**src/rtl/timer_pkg.sv**
```systemverilog
// Shared mode encodings and helpers for the multi-channel timer block.
package timer_pkg;

    localparam int MODE_W = 2;

    localparam logic [MODE_W-1:0] MODE_FREE    = 2'd0;
    localparam logic [MODE_W-1:0] MODE_RELOAD  = 2'd1;
    localparam logic [MODE_W-1:0] MODE_ONESHOT = 2'd2;
    localparam logic [MODE_W-1:0] MODE_CAPTURE = 2'd3;

    // Modes whose overflow lands on the reload value instead of wrapping to zero.
    function automatic logic mode_reloads(input logic [MODE_W-1:0] m);
        return (m == MODE_RELOAD) || (m == MODE_ONESHOT);
    endfunction

endpackage

```
**src/rtl/timer_channel.sv**
```systemverilog
// One timer/counter channel: pin synchronisers, falling-edge detect, counter,
// reload and capture registers, and sticky overflow/capture flags.
module timer_channel
    import timer_pkg::*;
#(
    parameter int CNT_W       = 16,
    parameter int SYNC_STAGES = 2
) (
    input  logic              clk,
    input  logic              rst,
    input  logic              tr,
    input  logic              gate,
    input  logic              ct,
    input  logic [MODE_W-1:0] mode,
    input  logic              t_pin,
    input  logic              int_pin,
    input  logic              cap_pin,
    input  logic              wr_en,
    input  logic              wr_sel,
    input  logic [CNT_W-1:0]  wr_data,
    input  logic              clr_ovf,
    input  logic              clr_cap,
    output logic [CNT_W-1:0]  cnt,
    output logic [CNT_W-1:0]  cap,
    output logic              ovf_flag,
    output logic              cap_flag,
    output logic              t_o
);

    localparam logic [CNT_W-1:0] ALL_ONES = '1;
    localparam logic [CNT_W-1:0] ONE      = CNT_W'(1);

    logic [SYNC_STAGES-1:0] r_t_sync;
    logic [SYNC_STAGES-1:0] r_int_sync;
    logic [SYNC_STAGES-1:0] r_cap_sync;
    logic                   r_t_last;
    logic                   r_cap_last;

    logic [CNT_W-1:0] r_cnt;
    logic [CNT_W-1:0] r_reload;
    logic [CNT_W-1:0] r_cap;
    logic             r_ovf_flag;
    logic             r_cap_flag;
    logic             r_t_o;
    logic             r_done;

    logic             w_t_fall;
    logic             w_cap_fall;
    logic             w_int_s;
    logic             w_en;
    logic             w_tick;
    logic             w_wr_cnt;
    logic             w_wr_rld;
    logic             w_ovf;
    logic             w_capture;
    logic             w_done_nx;
    logic [CNT_W-1:0] w_reload_nx;
    logic [CNT_W-1:0] w_cnt_nx;

    // Synchronisers idle high so that leaving reset never looks like a falling edge.
    always_ff @(posedge clk) begin
        if (rst) begin
            r_t_sync   <= '1;
            r_int_sync <= '1;
            r_cap_sync <= '1;
            r_t_last   <= 1'b1;
            r_cap_last <= 1'b1;
        end else begin
            r_t_sync   <= {r_t_sync[SYNC_STAGES-2:0], t_pin};
            r_int_sync <= {r_int_sync[SYNC_STAGES-2:0], int_pin};
            r_cap_sync <= {r_cap_sync[SYNC_STAGES-2:0], cap_pin};
            r_t_last   <= r_t_sync[SYNC_STAGES-1];
            r_cap_last <= r_cap_sync[SYNC_STAGES-1];
        end
    end

    assign w_t_fall   = r_t_last & ~r_t_sync[SYNC_STAGES-1];
    assign w_cap_fall = r_cap_last & ~r_cap_sync[SYNC_STAGES-1];
    assign w_int_s    = r_int_sync[SYNC_STAGES-1];

    always_comb begin
        w_en        = tr & ~r_done & (~gate | w_int_s);
        w_tick      = w_en & (~ct | w_t_fall);
        w_wr_cnt    = wr_en & ~wr_sel;
        w_wr_rld    = wr_en & wr_sel;
        w_reload_nx = w_wr_rld ? wr_data : r_reload;
        // A counter write in the same cycle suppresses the overflow entirely.
        w_ovf       = w_tick & ~w_wr_cnt & (r_cnt == ALL_ONES);
        w_capture   = (mode == MODE_CAPTURE) & w_cap_fall;

        w_cnt_nx = r_cnt;
        if (w_wr_cnt) begin
            w_cnt_nx = wr_data;
        end else if (w_ovf) begin
            w_cnt_nx = mode_reloads(mode) ? w_reload_nx : '0;
        end else if (w_tick) begin
            w_cnt_nx = r_cnt + ONE;
        end

        w_done_nx = r_done;
        if (!tr) begin
            w_done_nx = 1'b0;
        end else if (w_ovf && (mode == MODE_ONESHOT)) begin
            w_done_nx = 1'b1;
        end
    end

    always_ff @(posedge clk) begin
        if (rst) begin
            r_cnt      <= '0;
            r_reload   <= '0;
            r_cap      <= '0;
            r_ovf_flag <= 1'b0;
            r_cap_flag <= 1'b0;
            r_t_o      <= 1'b0;
            r_done     <= 1'b0;
        end else begin
            r_cnt      <= w_cnt_nx;
            r_reload   <= w_reload_nx;
            r_t_o      <= w_ovf;
            r_done     <= w_done_nx;
            r_ovf_flag <= w_ovf | (r_ovf_flag & ~clr_ovf);
            r_cap_flag <= w_capture | (r_cap_flag & ~clr_cap);
            if (w_capture) begin
                r_cap <= r_cnt;
            end
        end
    end

    assign cnt      = r_cnt;
    assign cap      = r_cap;
    assign ovf_flag = r_ovf_flag;
    assign cap_flag = r_cap_flag;
    assign t_o      = r_t_o;

endmodule

```
**src/rtl/timer_array.sv**
```systemverilog
// Array of independent timer/counter channels; channel i owns slice i of every
// per-channel bus.
module timer_array
    import timer_pkg::*;
#(
    parameter int CH          = 2,
    parameter int CNT_W       = 16,
    parameter int SYNC_STAGES = 2
) (
    input  logic                 clk,
    input  logic                 rst,
    input  logic [CH-1:0]        tr,
    input  logic [CH-1:0]        gate,
    input  logic [CH-1:0]        ct,
    input  logic [MODE_W*CH-1:0] mode,
    input  logic [CH-1:0]        t_pin,
    input  logic [CH-1:0]        int_pin,
    input  logic [CH-1:0]        cap_pin,
    input  logic [CH-1:0]        wr_en,
    input  logic                 wr_sel,
    input  logic [CNT_W-1:0]     wr_data,
    input  logic [CH-1:0]        clr_ovf,
    input  logic [CH-1:0]        clr_cap,
    output logic [CH*CNT_W-1:0]  cnt,
    output logic [CH*CNT_W-1:0]  cap,
    output logic [CH-1:0]        ovf_flag,
    output logic [CH-1:0]        cap_flag,
    output logic [CH-1:0]        t_o
);

    for (genvar g = 0; g < CH; g++) begin : g_ch
        timer_channel #(
            .CNT_W       (CNT_W),
            .SYNC_STAGES (SYNC_STAGES)
        ) u_ch (
            .clk      (clk),
            .rst      (rst),
            .tr       (tr[g]),
            .gate     (gate[g]),
            .ct       (ct[g]),
            .mode     (mode[g*MODE_W +: MODE_W]),
            .t_pin    (t_pin[g]),
            .int_pin  (int_pin[g]),
            .cap_pin  (cap_pin[g]),
            .wr_en    (wr_en[g]),
            .wr_sel   (wr_sel),
            .wr_data  (wr_data),
            .clr_ovf  (clr_ovf[g]),
            .clr_cap  (clr_cap[g]),
            .cnt      (cnt[g*CNT_W +: CNT_W]),
            .cap      (cap[g*CNT_W +: CNT_W]),
            .ovf_flag (ovf_flag[g]),
            .cap_flag (cap_flag[g]),
            .t_o      (t_o[g])
        );
    end

endmodule

```
**config.mk**
```make
export PLATFORM = sky130hd
export DESIGN_NAME = timer_array
export DESIGN_NICKNAME = d
export VERILOG_FILES = /design/src/rtl/timer_pkg.sv /design/src/rtl/timer_channel.sv /design/src/rtl/timer_array.sv
export SDC_FILE = /design/constraint.sdc
export NUM_CORES = 1
export LEC_CHECK = 0
export ABC_AREA = 1
export CAP_MARGIN = 20
export CELL_PAD_IN_SITES_DETAIL_PLACEMENT = 1
export CELL_PAD_IN_SITES_GLOBAL_PLACEMENT = 1
export CORE_MARGIN = 2
export CORE_UTILIZATION = 38
export DETAILED_ROUTE_END_ITERATION = 6
export DONT_BUFFER_PORTS = 1
export GPL_ROUTABILITY_DRIVEN = 1
export PLACE_DENSITY_LB_ADDON = 0.05
export REMOVE_ABC_BUFFERS = 1
export SLEW_MARGIN = 20
export SYNTH_ARGS = -nofsm -noshare
export SYNTH_HDL_FRONTEND = slang
export SYNTH_SLANG_ARGS = --single-unit
```
**constraint.sdc**
```tcl
create_clock -name clk -period 2.19 [get_ports clk]
set_input_delay 0.438 -clock clk [delete_from_list [all_inputs] [get_ports clk]]
set_output_delay 0.438 -clock clk [all_outputs]
set_load 0.05 [all_outputs]
```
==> out/metrics.yaml <==
worst_hold_path:
  hold_depth: 1
  hp-start: "rst"
  min_to: "g_ch[0].u_ch.cnt[13]$_SDFFE_PP0P_"
  hp-class: "in -> reg"
placement:
  place.gp.congestion: 0.857
  io_buffers: 0
  hpwlAfterDp_um: 14800
  dp.cells: 1092
  dpl_cell_area_sq_um: 6360
global_routing:
  grt_max_degree: 82
  grt_usage_pct: 24.3
  grt_pass1_vias: 6036
  grt-ovfl-total: 0
  antenna_found_initial: 0
  grt_first_pass_wirelength_um: 31200
timing:
  worst_slew_pin_slew_ns: 0.634
  final-max-slew-violation-count: 0
  min_period_over_period_pct: 86.3
  relSlewSlack_pct: 57.6
  setup_viol: 0
  min_period_ns: 1.89
  rsz0062_at_grt: "no"
  fmax_mhz: 529
  hold_ws_ns: 0.0809
  fin_skew_ns: 0.00857
  setup_tns_ns: 0
  hold_viol: 0
power_and_ir_drop:
  leakagePower_uw: 0.00305
  power_density_nw_per_um2: 858
  ir_worst_vdd_uv: 510
  power_uw: 5990
job:
  drv_cap: 0
critical_path:
  crit_path_end_kind: "flop"
  worst-setup-path-type: "reg -> reg"
  start_kind: "flop"
  worst-r2r-setup-slack_ns: 0.30
  r2r-end: "g_ch[0].u_ch.cnt[10]$_SDFFE_PP0P_"
  rr_startpoint: "g_ch[0].u_ch.cnt[1]$_SDFFE_PP0P_"
  crit_path_start: "g_ch[0].u_ch.cnt[1]$_SDFFE_PP0P_"
  rr_worst_depth: 10
  cp.arrival_ns: 2.24
  cp_max_fo: 8
  required_ns: 2.54
final_layout:
  antenna-diode-count: 0
  fin_cells: 1124
  nets: 947
  drive_above_1_share_pct: 12.0
  syn_to_final_growth_pct: 17.6
  final_area_sq_um: 6980
floorplan:
  die-area_sq_um: 16600
  initial_core_util_pct: 38.9
  die_width_um: 129
  fp-row-count: 45
  die_h_um: 129
  io_pins: 111
  coreArea_sq_um: 15300
routing:
  antenna_left: 0
  wire_per_inst_um: 17.4
  routed_via_density: 5.13
  drc: 0
  dr.pass1.iters: 4
  drt-initial-drc-count: 331
  routed_wl_um: 19500
  vias: 5763
clock_tree:
  clockBufferDepth: 2
  htree_num_levels: 4
  cts_tree: "yes"
  post_cts_buffers: 0
  cts_buffers: 17
  clock-root-buffer: "clkbuf_16"
  cts_hold_buf: 0
  clk_latency_ns: 0.42
  clk_pin_slew_ns: 0.06
  clock_sinks: 120
  ctsResizeCount: 0
outcome:
  status: "completed"
synthesis:
  synthCells: 880
  synthDistinctLibCells: 25
  ys_seq_area_share_pct: 40.5
  synth_top_cell_by_area: "dfxtp_1"
  synth_top_area_share_pct: 40.5
  synth_edf_count: 0
  ys_ff_latch: 120
  syn_area_sq_um: 5940
  yosys-top-cells-area: "dfxtp_1 40%, nand2_1 12%, inv_1 8.0%"
  ys_warn_count: 0
  avgSynthCellArea_sq_um: 6.75
  async_flop_share_pct: 0
  ys.flop_type: "dfxtp_1"
==> final cells by class <==
class | instances | area [sq um]
Tap cell | 211 | 264
Inverter | 129 | 484
Fill cell | 1969 | 8280
Multi-Input combinational cell | 584 | 2830
Clock inverter | 13 | 169
Clock buffer | 19 | 453
Timing Repair Buffer | 48 | 373
Sequential cell | 120 | 2400
==> worst max-delay path by stage <==
stage / cells past startpoint / to
6_report: 10 / g_ch[0].u_ch.cnt[10]$_SDFFE_PP0P_
5_1_grt: 11 / g_ch[0].u_ch.cnt[5]$_SDFFE_PP0P_
4_1_cts: 10 / g_ch[0].u_ch.cnt[10]$_SDFFE_PP0P_
3_5_place_dp: 11 / g_ch[0].u_ch.cnt[5]$_SDFFE_PP0P_
3_3_place_gp: 11 / g_ch[0].u_ch.cnt[5]$_SDFFE_PP0P_
2_1_floorplan: 10 / g_ch[0].u_ch.cnt[0]$_SDFFE_PP0P_
==> critical path, stage by stage, from the launching register on <==
cell	delay, ns
dfxtp_1	0.36
ha_1	0.21
nand3_1	0.16
inv_2	0.12
nand2_2	0.09
nor2_4	0.18
buf_4	0.19
nand3_2	0.17
nand2_1	0.12
nand2_1	0.07
a21oi_1	0.15
==> layout by cell type (no fill, tap or decap) <==
cell	n
a21oi_1	66
a31oi_1	20
buf_12	1
buf_4	47
bufinv_16	3
clkbuf_16	17
clkbuf_8	2
clkinv_1	1
clkinv_2	1
clkinv_4	2
clkinvlp_4	4
dfxtp_1	120
ha_1	6
inv_1	126
inv_2	2
inv_6	3
nand2_1	189
nand2_2	4
nand3_1	77
nand3_2	4
nand3b_1	1
nand4_1	8
nor2_1	87
nor2_2	5
nor2_4	3
o211ai_1	3
o21ai_0	52
o22ai_1	30
or2_2	12
xnor2_1	2
xor2_1	15
==> routing by layer <==
layer  global-route usage, %  part of all wire (%)  routed length (um)  vias to the layer above
met5                       0                     0                   0                        -
met4                    9.14                   1.6                 319                        0
met3                    6.24                   5.1                 989                       26
met2                    41.7                    49                9640                      139
met1                    29.3                    44                8580                     2727
li1                        -                     -                   -                     2871
==> power by group <==
group	internal (uW)	switching, uW	total [uW]
sequential	2280	90.3	2370
combinational	212	484	696
clock	1860	1060	2920
total	4350	1640	5990
==> synth_stat cells (3+ instances only) <==
| library cell | instances |
|---|---|
| nand3_1 | 77 |
| a21oi_1 | 66 |
| ha_1 | 6 |
| nor2_4 | 3 |
| inv_1 | 126 |
| clkbuf_1 | 31 |
| nand2_1 | 189 |
| nand3_2 | 4 |
| dfxtp_1 | 120 |
| nand2_2 | 4 |
| buf_4 | 8 |
| or2_2 | 12 |
| o21ai_0 | 52 |
| buf_2 | 8 |
| nor2_2 | 5 |
| nor2_1 | 87 |
| xor2_1 | 15 |
| o211ai_1 | 3 |
| o22ai_1 | 30 |
| nand4_1 | 8 |
| a31oi_1 | 20 |
==> stage by stage <==
step                      util, %  worst slack [ns]
final                        45.7             0.299
after global routing         45.7             0.124
after CTS                    45.7             0.289
after detailed placement     41.7             0.230
after global placement       41.7             0.278
after floorplan                 -             0.165
==> logic make-up after synthesis <==
| logic type | Yosys count | synth area share, % |
|---|---|---|
| AOI/OAI and AO/OA | 171 | 15.6 |
| xor gates and xnor gates | 17 | 2.51 |
| adders and majority gates | 6 | 1.26 |
| buffers and inverters | 176 | 11.8 |
| DFF | 120 | 40.5 |
| and+or+nand+nor | 390 | 28.4 |
==> flip-flops by register name, indices dropped and copies added, names as in the netlist <==
register,flops
g_ch.u_ch.r_done,2
g_ch.u_ch.r_cap_last,2
g_ch.u_ch.cnt,32
g_ch.u_ch.cap_flag,2
g_ch.u_ch.r_reload,32
g_ch.u_ch.ovf_flag,2
g_ch.u_ch.r_t_sync,4
g_ch.u_ch.r_t_last,2
g_ch.u_ch.cap,32
g_ch.u_ch.t_o,2
g_ch.u_ch.r_int_sync,4
g_ch.u_ch.r_cap_sync,4
Note: power is estimated with default switching activity, not from simulation.
